`config.mk`:
```
export PLATFORM = sky130hd
export DESIGN_NAME = julia_uart_cmd_rx_flat
export DESIGN_NICKNAME = d
export VERILOG_FILES = /design/src/rtl/julia_uart_cmd_rx_if.sv /design/src/rtl/julia_uart_cmd_rx.sv /design/src/flat_wrapper.sv
export SDC_FILE = /design/constraint.sdc
export NUM_CORES = 1
export LEC_CHECK = 0
export CELL_PAD_IN_SITES_DETAIL_PLACEMENT = 0
export CELL_PAD_IN_SITES_GLOBAL_PLACEMENT = 1
export CORE_MARGIN = 1.5
export CORE_UTILIZATION = 53
export CTS_BUF_LIST = sky130_fd_sc_hd__clkbuf_4 sky130_fd_sc_hd__clkbuf_8
export CTS_CLUSTER_DIAMETER = 200
export DETAILED_ROUTE_END_ITERATION = 12
export GPL_ROUTABILITY_DRIVEN = 1
export PLACE_DENSITY_LB_ADDON = 0.12
export RECOVER_POWER = 50
export SYNTH_ARGS = -nofsm -noshare
export SYNTH_HDL_FRONTEND = slang
export SYNTH_SLANG_ARGS = --single-unit
```
`constraint.sdc`:
```
create_clock -name clk -period 6.59 [get_ports clk]
set_input_delay 1.6475 -clock clk [delete_from_list [all_inputs] [get_ports clk]]
set_output_delay 1.6475 -clock clk [all_outputs]
set_load 0.02 [all_outputs]
```
`src/rtl/julia_uart_cmd_rx_if.sv`:
```
// Julia command receiver bus: serial input plus the constant/iteration outputs.
// The slave side is the receiver; the master side is the host/consumer view.
interface julia_uart_cmd_rx_if;
   logic        uart_rxd;
   logic [15:0] c_real;
   logic [15:0] c_imag;
   logic [7:0]  max_iter;
   logic        cfg_update;
   logic        rx_err;
   logic        busy;

   modport master (
      output uart_rxd,
      input  c_real, c_imag, max_iter,
      input  cfg_update, rx_err, busy
   );

   modport slave (
      input  uart_rxd,
      output c_real, c_imag, max_iter,
      output cfg_update, rx_err, busy
   );
endinterface

```
`src/rtl/julia_uart_cmd_rx.sv`:
```
// 8N1 UART receiver and A5/CMD/payload/CHK frame parser that loads the
// Julia constant c and the iteration limit from a host PC.
module julia_uart_cmd_rx #(
   parameter int          CLKS_PER_BIT = 434,
   parameter int          TIMEOUT_CLKS = 50000,
   parameter logic [15:0] C_RE_INIT    = 16'hE000,
   parameter logic [15:0] C_IM_INIT    = 16'h2000,
   parameter logic [7:0]  ITER_INIT    = 8'd64
) (
   input logic               clk,
   input logic               reset,
   julia_uart_cmd_rx_if.slave bus
);
   localparam int CW   = $clog2(CLKS_PER_BIT);
   localparam int TW   = $clog2(TIMEOUT_CLKS + 1);
   localparam int HALF = CLKS_PER_BIT / 2;

   typedef enum logic [1:0] {B_IDLE, B_START, B_DATA, B_STOP} bstate_t;
   typedef enum logic [1:0] {P_IDLE, P_CMD, P_PAYLOAD, P_CHECK} pstate_t;

   logic [1:0]  r_rst;
   logic        w_rst_n;
   logic [1:0]  r_sync;
   logic        r_rx_q;
   logic        w_rx;
   logic        w_fall;
   bstate_t     r_bstate, w_bnext;
   pstate_t     r_pstate, w_pnext;
   logic [CW-1:0] r_cnt;
   logic [2:0]  r_bidx;
   logic [7:0]  r_shift;
   logic        w_half, w_full;
   logic        w_byte_valid, w_frame_err;
   logic [7:0]  w_byte;
   logic [2:0]  r_pcnt;
   logic [7:0]  r_xor;
   logic [31:0] r_stage;
   logic        r_is_c;
   logic [TW-1:0] r_tmo;
   logic        w_timeout, w_cmd_err, w_chk_err, w_commit;
   logic [15:0] r_c_real, r_c_imag;
   logic [7:0]  r_max_iter;
   logic        r_cfg_update, r_rx_err;

   // Async assert, sync release of the internal reset
   always_ff @(posedge clk or negedge reset) begin
      if (!reset) r_rst <= 2'b00;
      else        r_rst <= {r_rst[0], 1'b1};
   end
   assign w_rst_n = r_rst[1];

   always_ff @(posedge clk or negedge w_rst_n) begin
      if (!w_rst_n) begin
         r_sync <= 2'b11;
         r_rx_q <= 1'b1;
      end else begin
         r_sync <= {r_sync[0], bus.uart_rxd};
         r_rx_q <= r_sync[1];
      end
   end
   assign w_rx   = r_sync[1];
   assign w_fall = r_rx_q & ~w_rx;
   assign w_half = (r_cnt == CW'(HALF - 1));
   assign w_full = (r_cnt == CW'(CLKS_PER_BIT - 1));
   assign w_byte = r_shift;

   always_comb begin
      w_bnext      = r_bstate;
      w_byte_valid = 1'b0;
      w_frame_err  = 1'b0;
      unique case (r_bstate)
         B_IDLE:  if (w_fall) w_bnext = B_START;
         B_START: if (w_half) w_bnext = w_rx ? B_IDLE : B_DATA;
         B_DATA:  if (w_full && r_bidx == 3'd7) w_bnext = B_STOP;
         B_STOP: begin
            if (w_full) begin
               w_bnext      = B_IDLE;
               w_byte_valid = w_rx;
               w_frame_err  = ~w_rx;
            end
         end
         default: w_bnext = B_IDLE;
      endcase
   end

   always_ff @(posedge clk or negedge w_rst_n) begin
      if (!w_rst_n) begin
         r_bstate <= B_IDLE;
         r_cnt    <= '0;
         r_bidx   <= '0;
         r_shift  <= '0;
      end else begin
         r_bstate <= w_bnext;
         if (r_bstate == B_IDLE || w_bnext != r_bstate ||
             (r_bstate == B_DATA && w_full))
            r_cnt <= '0;
         else
            r_cnt <= r_cnt + 1'b1;
         if (r_bstate == B_START) r_bidx <= '0;
         if (r_bstate == B_DATA && w_full) begin
            r_shift <= {w_rx, r_shift[7:1]};
            r_bidx  <= r_bidx + 3'd1;
         end
      end
   end

   // A framing error in the same cycle already forces IDLE with one pulse
   assign w_timeout = (r_pstate != P_IDLE) && !w_byte_valid && !w_frame_err &&
                      (r_tmo == TW'(TIMEOUT_CLKS - 1));

   always_comb begin
      w_pnext   = r_pstate;
      w_cmd_err = 1'b0;
      w_chk_err = 1'b0;
      w_commit  = 1'b0;
      if (w_frame_err || w_timeout) begin
         w_pnext = P_IDLE;
      end else if (w_byte_valid) begin
         unique case (r_pstate)
            P_IDLE: if (w_byte == 8'hA5) w_pnext = P_CMD;
            P_CMD: begin
               unique case (1'b1)
                  (w_byte == 8'h01),
                  (w_byte == 8'h02): w_pnext = P_PAYLOAD;
                  default: begin
                     w_pnext   = P_IDLE;
                     w_cmd_err = 1'b1;
                  end
               endcase
            end
            P_PAYLOAD: if (r_pcnt == 3'd1) w_pnext = P_CHECK;
            P_CHECK: begin
               w_pnext   = P_IDLE;
               w_commit  = (w_byte == r_xor);
               w_chk_err = (w_byte != r_xor);
            end
            default: w_pnext = P_IDLE;
         endcase
      end
   end

   always_ff @(posedge clk or negedge w_rst_n) begin
      if (!w_rst_n) begin
         r_pstate     <= P_IDLE;
         r_pcnt       <= '0;
         r_xor        <= '0;
         r_stage      <= '0;
         r_is_c       <= 1'b0;
         r_tmo        <= '0;
         r_c_real     <= C_RE_INIT;
         r_c_imag     <= C_IM_INIT;
         r_max_iter   <= ITER_INIT;
         r_cfg_update <= 1'b0;
         r_rx_err     <= 1'b0;
      end else begin
         r_pstate <= w_pnext;
         if (r_pstate == P_IDLE || w_byte_valid) r_tmo <= '0;
         else                                    r_tmo <= r_tmo + 1'b1;
         if (w_byte_valid && r_pstate == P_CMD) begin
            r_xor  <= w_byte;
            r_is_c <= (w_byte == 8'h01);
            r_pcnt <= (w_byte == 8'h01) ? 3'd4 : 3'd1;
         end
         if (w_byte_valid && r_pstate == P_PAYLOAD) begin
            r_stage <= {r_stage[23:0], w_byte};
            r_xor   <= r_xor ^ w_byte;
            r_pcnt  <= r_pcnt - 3'd1;
         end
         if (w_commit) begin
            if (r_is_c) {r_c_real, r_c_imag} <= r_stage;
            else        r_max_iter           <= r_stage[7:0];
         end
         r_cfg_update <= w_commit;
         r_rx_err     <= w_frame_err | w_timeout | w_cmd_err | w_chk_err;
      end
   end

   assign bus.c_real     = r_c_real;
   assign bus.c_imag     = r_c_imag;
   assign bus.max_iter   = r_max_iter;
   assign bus.cfg_update = r_cfg_update;
   assign bus.rx_err     = r_rx_err;
   assign bus.busy       = (r_pstate != P_IDLE);
endmodule

```
`src/flat_wrapper.sv`:
```
// flat-port wrapper written by rule: the top's interface ports become plain ports
module julia_uart_cmd_rx_flat 
#(
   parameter int          CLKS_PER_BIT = 434,
   parameter int          TIMEOUT_CLKS = 50000,
   parameter logic [15:0] C_RE_INIT    = 16'hE000,
   parameter logic [15:0] C_IM_INIT    = 16'h2000,
   parameter logic [7:0]  ITER_INIT    = 8'd64
)
  (clk, reset, bus_uart_rxd, bus_c_real, bus_c_imag, bus_max_iter, bus_cfg_update, bus_rx_err, bus_busy);
  julia_uart_cmd_rx_if bus_i ();
  input logic clk;
  input logic reset;
  input wire logic [$bits(bus_i.uart_rxd)-1:0] bus_uart_rxd;
  output wire logic [$bits(bus_i.c_real)-1:0] bus_c_real;
  output wire logic [$bits(bus_i.c_imag)-1:0] bus_c_imag;
  output wire logic [$bits(bus_i.max_iter)-1:0] bus_max_iter;
  output wire logic [$bits(bus_i.cfg_update)-1:0] bus_cfg_update;
  output wire logic [$bits(bus_i.rx_err)-1:0] bus_rx_err;
  output wire logic [$bits(bus_i.busy)-1:0] bus_busy;
  assign bus_i.uart_rxd = bus_uart_rxd;
  assign bus_c_real = bus_i.c_real;
  assign bus_c_imag = bus_i.c_imag;
  assign bus_max_iter = bus_i.max_iter;
  assign bus_cfg_update = bus_i.cfg_update;
  assign bus_rx_err = bus_i.rx_err;
  assign bus_busy = bus_i.busy;
  julia_uart_cmd_rx #(.CLKS_PER_BIT(CLKS_PER_BIT), .TIMEOUT_CLKS(TIMEOUT_CLKS), .C_RE_INIT(C_RE_INIT), .C_IM_INIT(C_IM_INIT), .ITER_INIT(ITER_INIT)) u_core (.clk(clk), .reset(reset), .bus(bus_i));
endmodule
```
# Word-level counts from Yosys, hierarchy flattened
# Index checks and enable logic that the tools add are counted.
# Widths: inputs -> output; s select.
# word_totals
out_inout_bits	43
in_bits	3
regBits	131
# op_classes
n_eq_ne	19
n_mux	35
addsub	4
bitwise	7
reduce_logical	23
# op_table
op	n
$mux 2	10
$add 16x1->16 const B	1
$eq 16x16->1 const B	1
$mux 16	1
$mux 8	2
$pmux 2 s4	2
$mux 3	5
$mux 1	14
$add 9x1->9 const B	1
$eq 9x8->1 const B	1
$eq 9x9->1 const B	1
$mux 9	1
$eq 2x2->1 const B	4
$eq 8x1->1 const B	1
$eq 8x2->1 const B	1
$eq 8x8->1	1
$eq 8x8->1 const B	1
$ne 8x8->1	1
$reduce_bool 2->1	4
$xor 8x8->8	1
$logic_and 1x1->1	7
$ne 3x1->1 const B	2
$eq 2x1->1 const B	2
$logic_not 2->1	2
13 further kinds	21

# Longest topological paths before layout
# Gate-level depths: netlist of run 1.
# depth
word_depth	11
mapped_depth	8
mapped_depth_nobuf	6

# Worst setup path after synthesis of run 1
# OpenSTA, ideal clock, no wires.
# synth_timing
path_kind	register to output
from	reg u_core.r_pstate[1]
to	out bus_busy
stages_incl_launch_ff	3
t_arrival_ps	676
path_slack_ps	4266
cell_sequence	dfrtp_1 nor2_1 inv_1
# synth_via
elab_chain_cells	1
# synth_lines
item	line_no	rtl
start: declaration	julia_uart_cmd_rx.sv:28	pstate_t r_pstate, w_pnext;
start signal: assignment	julia_uart_cmd_rx.sv:156	r_pstate <= w_pnext;
$reduce_bool 2->1	julia_uart_cmd_rx.sv:183	assign bus.busy = (r_pstate != P_IDLE);
end: declaration	flat_wrapper.sv:20	output wire logic [$bits(bus_i.busy)-1:0] bus_busy;
# No other way between the ends.

==> flow_summary.toml, run 1 <==
[run_status]
status = "complete, but fails checks"
violations = "max-capacitance violations, max-slew violations"

[global_route]
grtUsageTotal_pct = 20.2
grt_pass1_vias = 3585
grt_pass1_wl_microns = 17900
antenna_found_initial = 0
use_met1_pct = 28.8
grt_overflow = 0
met2_usage_pct = 28.6
top_usage_layer = "met1"
use_met3_pct = 6.09
grt_max_degree = 82

[detailed_routing]
finalWirelength_microns = 10600
vias = 3597
drc = 0
avgRoutedWirePerCell_microns = 16.1
drt_iter0_drc = 109
antenna_left = 0
dr.pass1.iters = 4
viasPerCell = 5.47

[sta]
tightestPinTransition_ps = 1950
fmax_ghz = 0.280
hold_viol = 0
setup_violations = 0
final_max_slew_viol_count = 132
fin_crit_sh_pct = 54.2
grt_setup_unrepaired = "false"
fin_skew_ps = 13.0
tns_ps = 0
finalCriticalPeriod_ps = 3570
max_slew_margin_pct = -30.0

[floorplanning]
ios = 46
coreArea_sq_mm = 0.0108
start_util_pct = 54.5
die_area_sq_mm = 0.0118
die_y_microns = 109
fp-row-count = 38
die_w_microns = 109

[synthesis]
synth_fp_nets = 477
synth_cell_types = 51
avgSynthCellArea_sq_um = 12.7
syn_inst = 466
synth_edf_count = 0
yosysSeqAreaShare_pct = 55.6
async_reset_ff_share_pct = 100
synth_warnings = 0
syn-cell-area_sq_mm = 0.00591
synth_ff_type = "dfrtp_1"
synth-seq-cells = 131

[clocking]
h-tree-depth = 4
clkSinkCount = 131
cts_root_buffer = "clkbuf_8"
numCtsBuffers = 17
clk_latency_ps = 450
ctsHoldBuffers = 0
clock_path_buffers = 2
cts_resized = 0
cts_tree = "done"
postCtsSetupRepairBufs = 0
cts.clk_slew.worst_paths_ps = 70

[worst_setup_path]
path_buf_inv = 1
rrSetupSlack_ps = 3020
r2r_start = "u_core.r_rst[1]"
crit_slowest_cell = "dfrtp_1"
critPathKind = "register to async pin"
critical_path.cell_chain = "clkbuf_2"
setup.worst_path.start = "u_core.r_rst[1]"
required_ps = 6760
slowest_delay_ps = 1620
arrival_ps = 3740
cp-end-kind = "async pin"
crit_path_max_fanout = 81
setup.worst_path.start_class = "register"
crit_family = "flip-flops"

[place]
placed_cell_area_sq_mm = 0.00638
place_hpwl_microns = 6860
gp_congestion = 0.772
portBuffers = 45

[min_path]
min_from = "u_core.r_rst[0]"
min_path_type = "register to register"

[finish]
fin_nets = 515
drive_gt1_share_pct = 25.1
area_delta_synth_final_pct = 14.5
fin_area_sq_mm = 0.00677
diodes = 0

[power_and_ir_drop]
power.density_mw_per_mm2 = 235
vdd_drop_max_mv = 0.159
p_leak_nw = 3.18

[flow_run]
drv_cap = 2
per-stage QoR:
stage / util [%] / instances / power (mW) / hold slack [ps] / setup slack (ps)
after floorplan: - / 466 / 0.912 / 331 / 2680
after global placement: 58.9 / 625 / 0.929 / 339 / 3580
after detailed placement: 58.9 / 625 / 0.931 / 343 / 3530
after CTS: 62.6 / 657 / 1.61 / 359 / 3040
after global routing: 62.5 / 657 / 1.66 / 361 / 2150
final: 62.5 / 657 / 1.59 / 356 / 3020
kinds of logic (layout without fill, tap and decap cells):
group | after synthesis | after routing | synth area share [%]
AND/OR/NAND/NOR | 121 | 121 | 11.6
flip-flops | 131 | 131 | 55.6
AO/OA/AOI/OAI | 56 | 56 | 5.78
multiplexers | 83 | 83 | 17.7
other | 1 | 1 | 0.0634
adder cells (fa/ha/maj) | 8 | 8 | 1.69
XOR/XNOR | 25 | 25 | 3.70
buffers and inverters | 41 | 92 | 3.85
path summary, 6_finish.rpt:
kind / to / cells past startpoint
min reg2reg: u_core.r_rst[1] / 0
min: u_core.r_rst[1] / 0
min in group asynchronous: u_core.bus.max_iter[4] / 0
max reg2reg: u_core.r_stage[31] / 1
max in group clk: bus_busy / 3
max: u_core.r_stage[31] / 1
cell usage in the layout, fill, tap and decap left out, drive strengths merged, types with 4 or more instances in the layout:
master / n
nand3: 16
nor3: 8
nor4: 5
xnor2: 15
nand2: 27
dfstp: 8
clkinvlp: 4
mux2: 80
nor2: 25
a21oi: 14
ha: 8
a31oi: 11
nand4: 7
and3: 4
clkdlybuf4s50: 43
o22ai: 9
o31ai: 5
clkbuf: 25
or4b: 4
xor2: 10
dfrtp: 123
inv: 11
o21ai: 11
where the power goes:
group	switching (mW)	internal, mW	total, mW
Sequential	0.0270	0.821	0.848
Clock	0.303	0.376	0.679
Combinational	0.0353	0.0282	0.0635
synthesized netlist by cell type, drive strengths merged, types with 9 or more instances:
cell	instances	share of area, %
a21oi	14	1.2
a31oi	11	1.2
buf	15	2.2
clkbuf	15	0.95
dfrtp	123	52
inv	11	0.70
mux2	80	17
nand2	27	1.7
nand3	16	1.4
nor2	25	1.6
o21ai	11	0.93
o22ai	9	0.95
xnor2	15	2.2
xor2	10	1.5
registers in the layout, summed over array words and instances (netlist names), 3 cells and up:
signal,flops
u_core.bus.c_imag,16
u_core.bus.c_real,16
u_core.bus.max_iter,8
u_core.r_bidx,3
u_core.r_cnt,9
u_core.r_pcnt,3
u_core.r_shift,8
u_core.r_stage,32
u_core.r_tmo,16
u_core.r_xor,8
layer usage:
| layer | share of wire (%) | vias up |
|---|---|---|
| met3 | 3.3 | 14 |
| li1 | - | 1732 |
| met2 | 44 | 58 |
| met1 | 51 | 1793 |
| met5 | 0 | - |
| met4 | 1.6 | 0 |
area by class of cell:
class	count	area (sq um)
Clock buffer	23	298
Clock inverter	9	105
Inverter	11	41.3
Tap cell	140	175
Fill cell	869	4070
Multi-Input combinational cell	294	2390
Timing Repair Buffer	49	474
Sequential cell	131	3290
Power figures use the tool's default switching activity.
==> run 2: changes to the inputs <==
Settings changed: CORE_UTILIZATION 53 to 45.
Clock period 6.59 ns to 3.2 ns, I/O delays scaled along.
==> flow_summary.toml, run 2 (synthesized netlist as in run 1, its figures left out) <==
[sta]
grt_setup_unrepaired = "false"
fmax_ghz = 0.355
tns_ps = 0
fin_crit_sh_pct = 88.0
hold_viol = 0
max_slew_margin_pct = 11.0
setup_violations = 0
tightestPinTransition_ps = 1330
fin_skew_ps = 9.70
final_max_slew_viol_count = 0
finalCriticalPeriod_ps = 2820

[floorplanning]
start_util_pct = 46.5
die_w_microns = 118
die_area_sq_mm = 0.0138
ios = 46
coreArea_sq_mm = 0.0127
die_y_microns = 118
fp-row-count = 41

[power_and_ir_drop]
power.density_mw_per_mm2 = 471
vdd_drop_max_mv = 0.293
p_leak_nw = 3.20
clock_power_share_pct = 41.4
p_int_mw = 2.48
p_total_mw = 3.22
seq_power_share_pct = 54.5
switching_share_pct = 22.8
pwr-share-comb_pct = 4.2
power_switching_uw = 734

[global_route]
grt_overflow = 0
antenna_found_initial = 0
grt_max_degree = 66
grt_pass1_vias = 3598
grt_pass1_wl_microns = 18800
grtUsageTotal_pct = 17.2

[clocking]
clk_latency_ps = 430
postCtsSetupRepairBufs = 0
cts.clk_slew.worst_paths_ps = 70
ctsHoldBuffers = 0
cts_tree = "done"
clock_path_buffers = 2
numCtsBuffers = 17
h-tree-depth = 4
clkSinkCount = 131
cts_resized = 0
cts_root_buffer = "clkbuf_8"

[detailed_routing]
viasPerCell = 5.24
drt_iter0_drc = 207
vias = 3641
dr.pass1.iters = 4
antenna_left = 0
drc = 0
finalWirelength_microns = 11100
avgRoutedWirePerCell_microns = 16.0

[worst_setup_path]
arrival_ps = 2020
crit_path_max_fanout = 13
required_ps = 2400
setup.worst_path.start_class = "register"
critPathKind = "register to output port"
cp-end-kind = "output port"

[place]
place_hpwl_microns = 7380
portBuffers = 45
gp_congestion = 0.728

[finish]
drive_gt1_share_pct = 25.8
area_delta_synth_final_pct = 15.6
final_cell_mix = "dfrtp_1, mux2_2, clkdlybuf4s50_1"
largest_register_ffs = 32
diodes = 0
fin_nets = 521
top_register = "u_core.r_stage"
mostFrequentLayoutCell = "dfrtp_1"

[run_status]
status = "finished clean"

[min_path]
min_path_type = "register to register"

[flow_run]
drv_cap = 0
[run 2: changes by cell type in the layout (fill, tap and decap cells not counted)]
cell        change
clkbuf_1        +3
clkbuf_4        +4
dfrtp_1         -1
clkinvlp_4      -3
buf_4           +4
bufinv_16       -1
clkbuf_2        -1
dfrtp_4         +1
nor4_2          +1
nor4_1          -1
[run 2: layer usage]
layer | vias to the layer above | global-route usage (%) | wire length (microns)
met3 | 11 | 5.62 | 391
met4 | 0 | 5.49 | 131
met5 | - | 0 | 0
li1 | 1743 | - | -
met1 | 1845 | 24.6 | 5670
met2 | 42 | 25.0 | 4950
[run 2: power by group through the flow]
stage	clock network, mW	logic, mW	registers, mW
after floorplan	0	0.102	1.78
after global placement	0	0.139	1.78
after detailed placement	0	0.138	1.79
after CTS	1.38	0.141	1.75
after global routing	1.45	0.157	1.76
final	1.33	0.134	1.75
[run 2: layout make-up]
type	instances	area, sq um
Inverter	11	41.3
Clock inverter	5	52.6
Fill cell	1154	5890
Timing Repair Buffer	55	510
Clock buffer	27	328
Sequential cell	131	3290
Multi-Input combinational cell	294	2390
Tap cell	172	215
[run 2: stage by stage]
step | std cells | cell area [sq um] | hold slack, ps | setup slack [ps] | util (%)
after floorplan | 466 | 5910 | 331 | 989 | -
after global placement | 663 | 6470 | 335 | 570 | 50.8
after detailed placement | 663 | 6470 | 337 | 517 | 50.8
after CTS | 695 | 6850 | 353 | 355 | 53.8
after global routing | 695 | 6830 | 358 | 270 | 53.7
final | 695 | 6830 | 350 | 383 | 53.7
[run 2: path summary, 6_finish.rpt]
check | depth (start not counted) | start | endpoint | slack [ps]
max | 3 | u_core.r_pstate[1] | bus_busy | 380
min | 0 | u_core.r_rst[0] | u_core.r_rst[1] | 350
max reg2reg | 5 | u_core.r_cnt[6] | u_core.bus.c_imag[11] | 500
min reg2reg | 0 | u_core.r_rst[0] | u_core.r_rst[1] | 350
max in group asynchronous | 1 | u_core.r_rst[1] | u_core.r_cnt[2] | 1080
min in group asynchronous | 0 | u_core.r_rst[1] | u_core.bus.max_iter[3] | 420
[run 2: critical path, stage by stage (launching register included)]
cell and delay, ps:
dfrtp_1 530, nor2_1 340, inv_1 150, clkdlybuf4s50_1 560
==> run 3: changes to the inputs <==
Settings changed: SKIP_LAST_GASP set to 1.
==> results of run 3 <==
Final layout, timing and power as in run 2 (identical DEF).
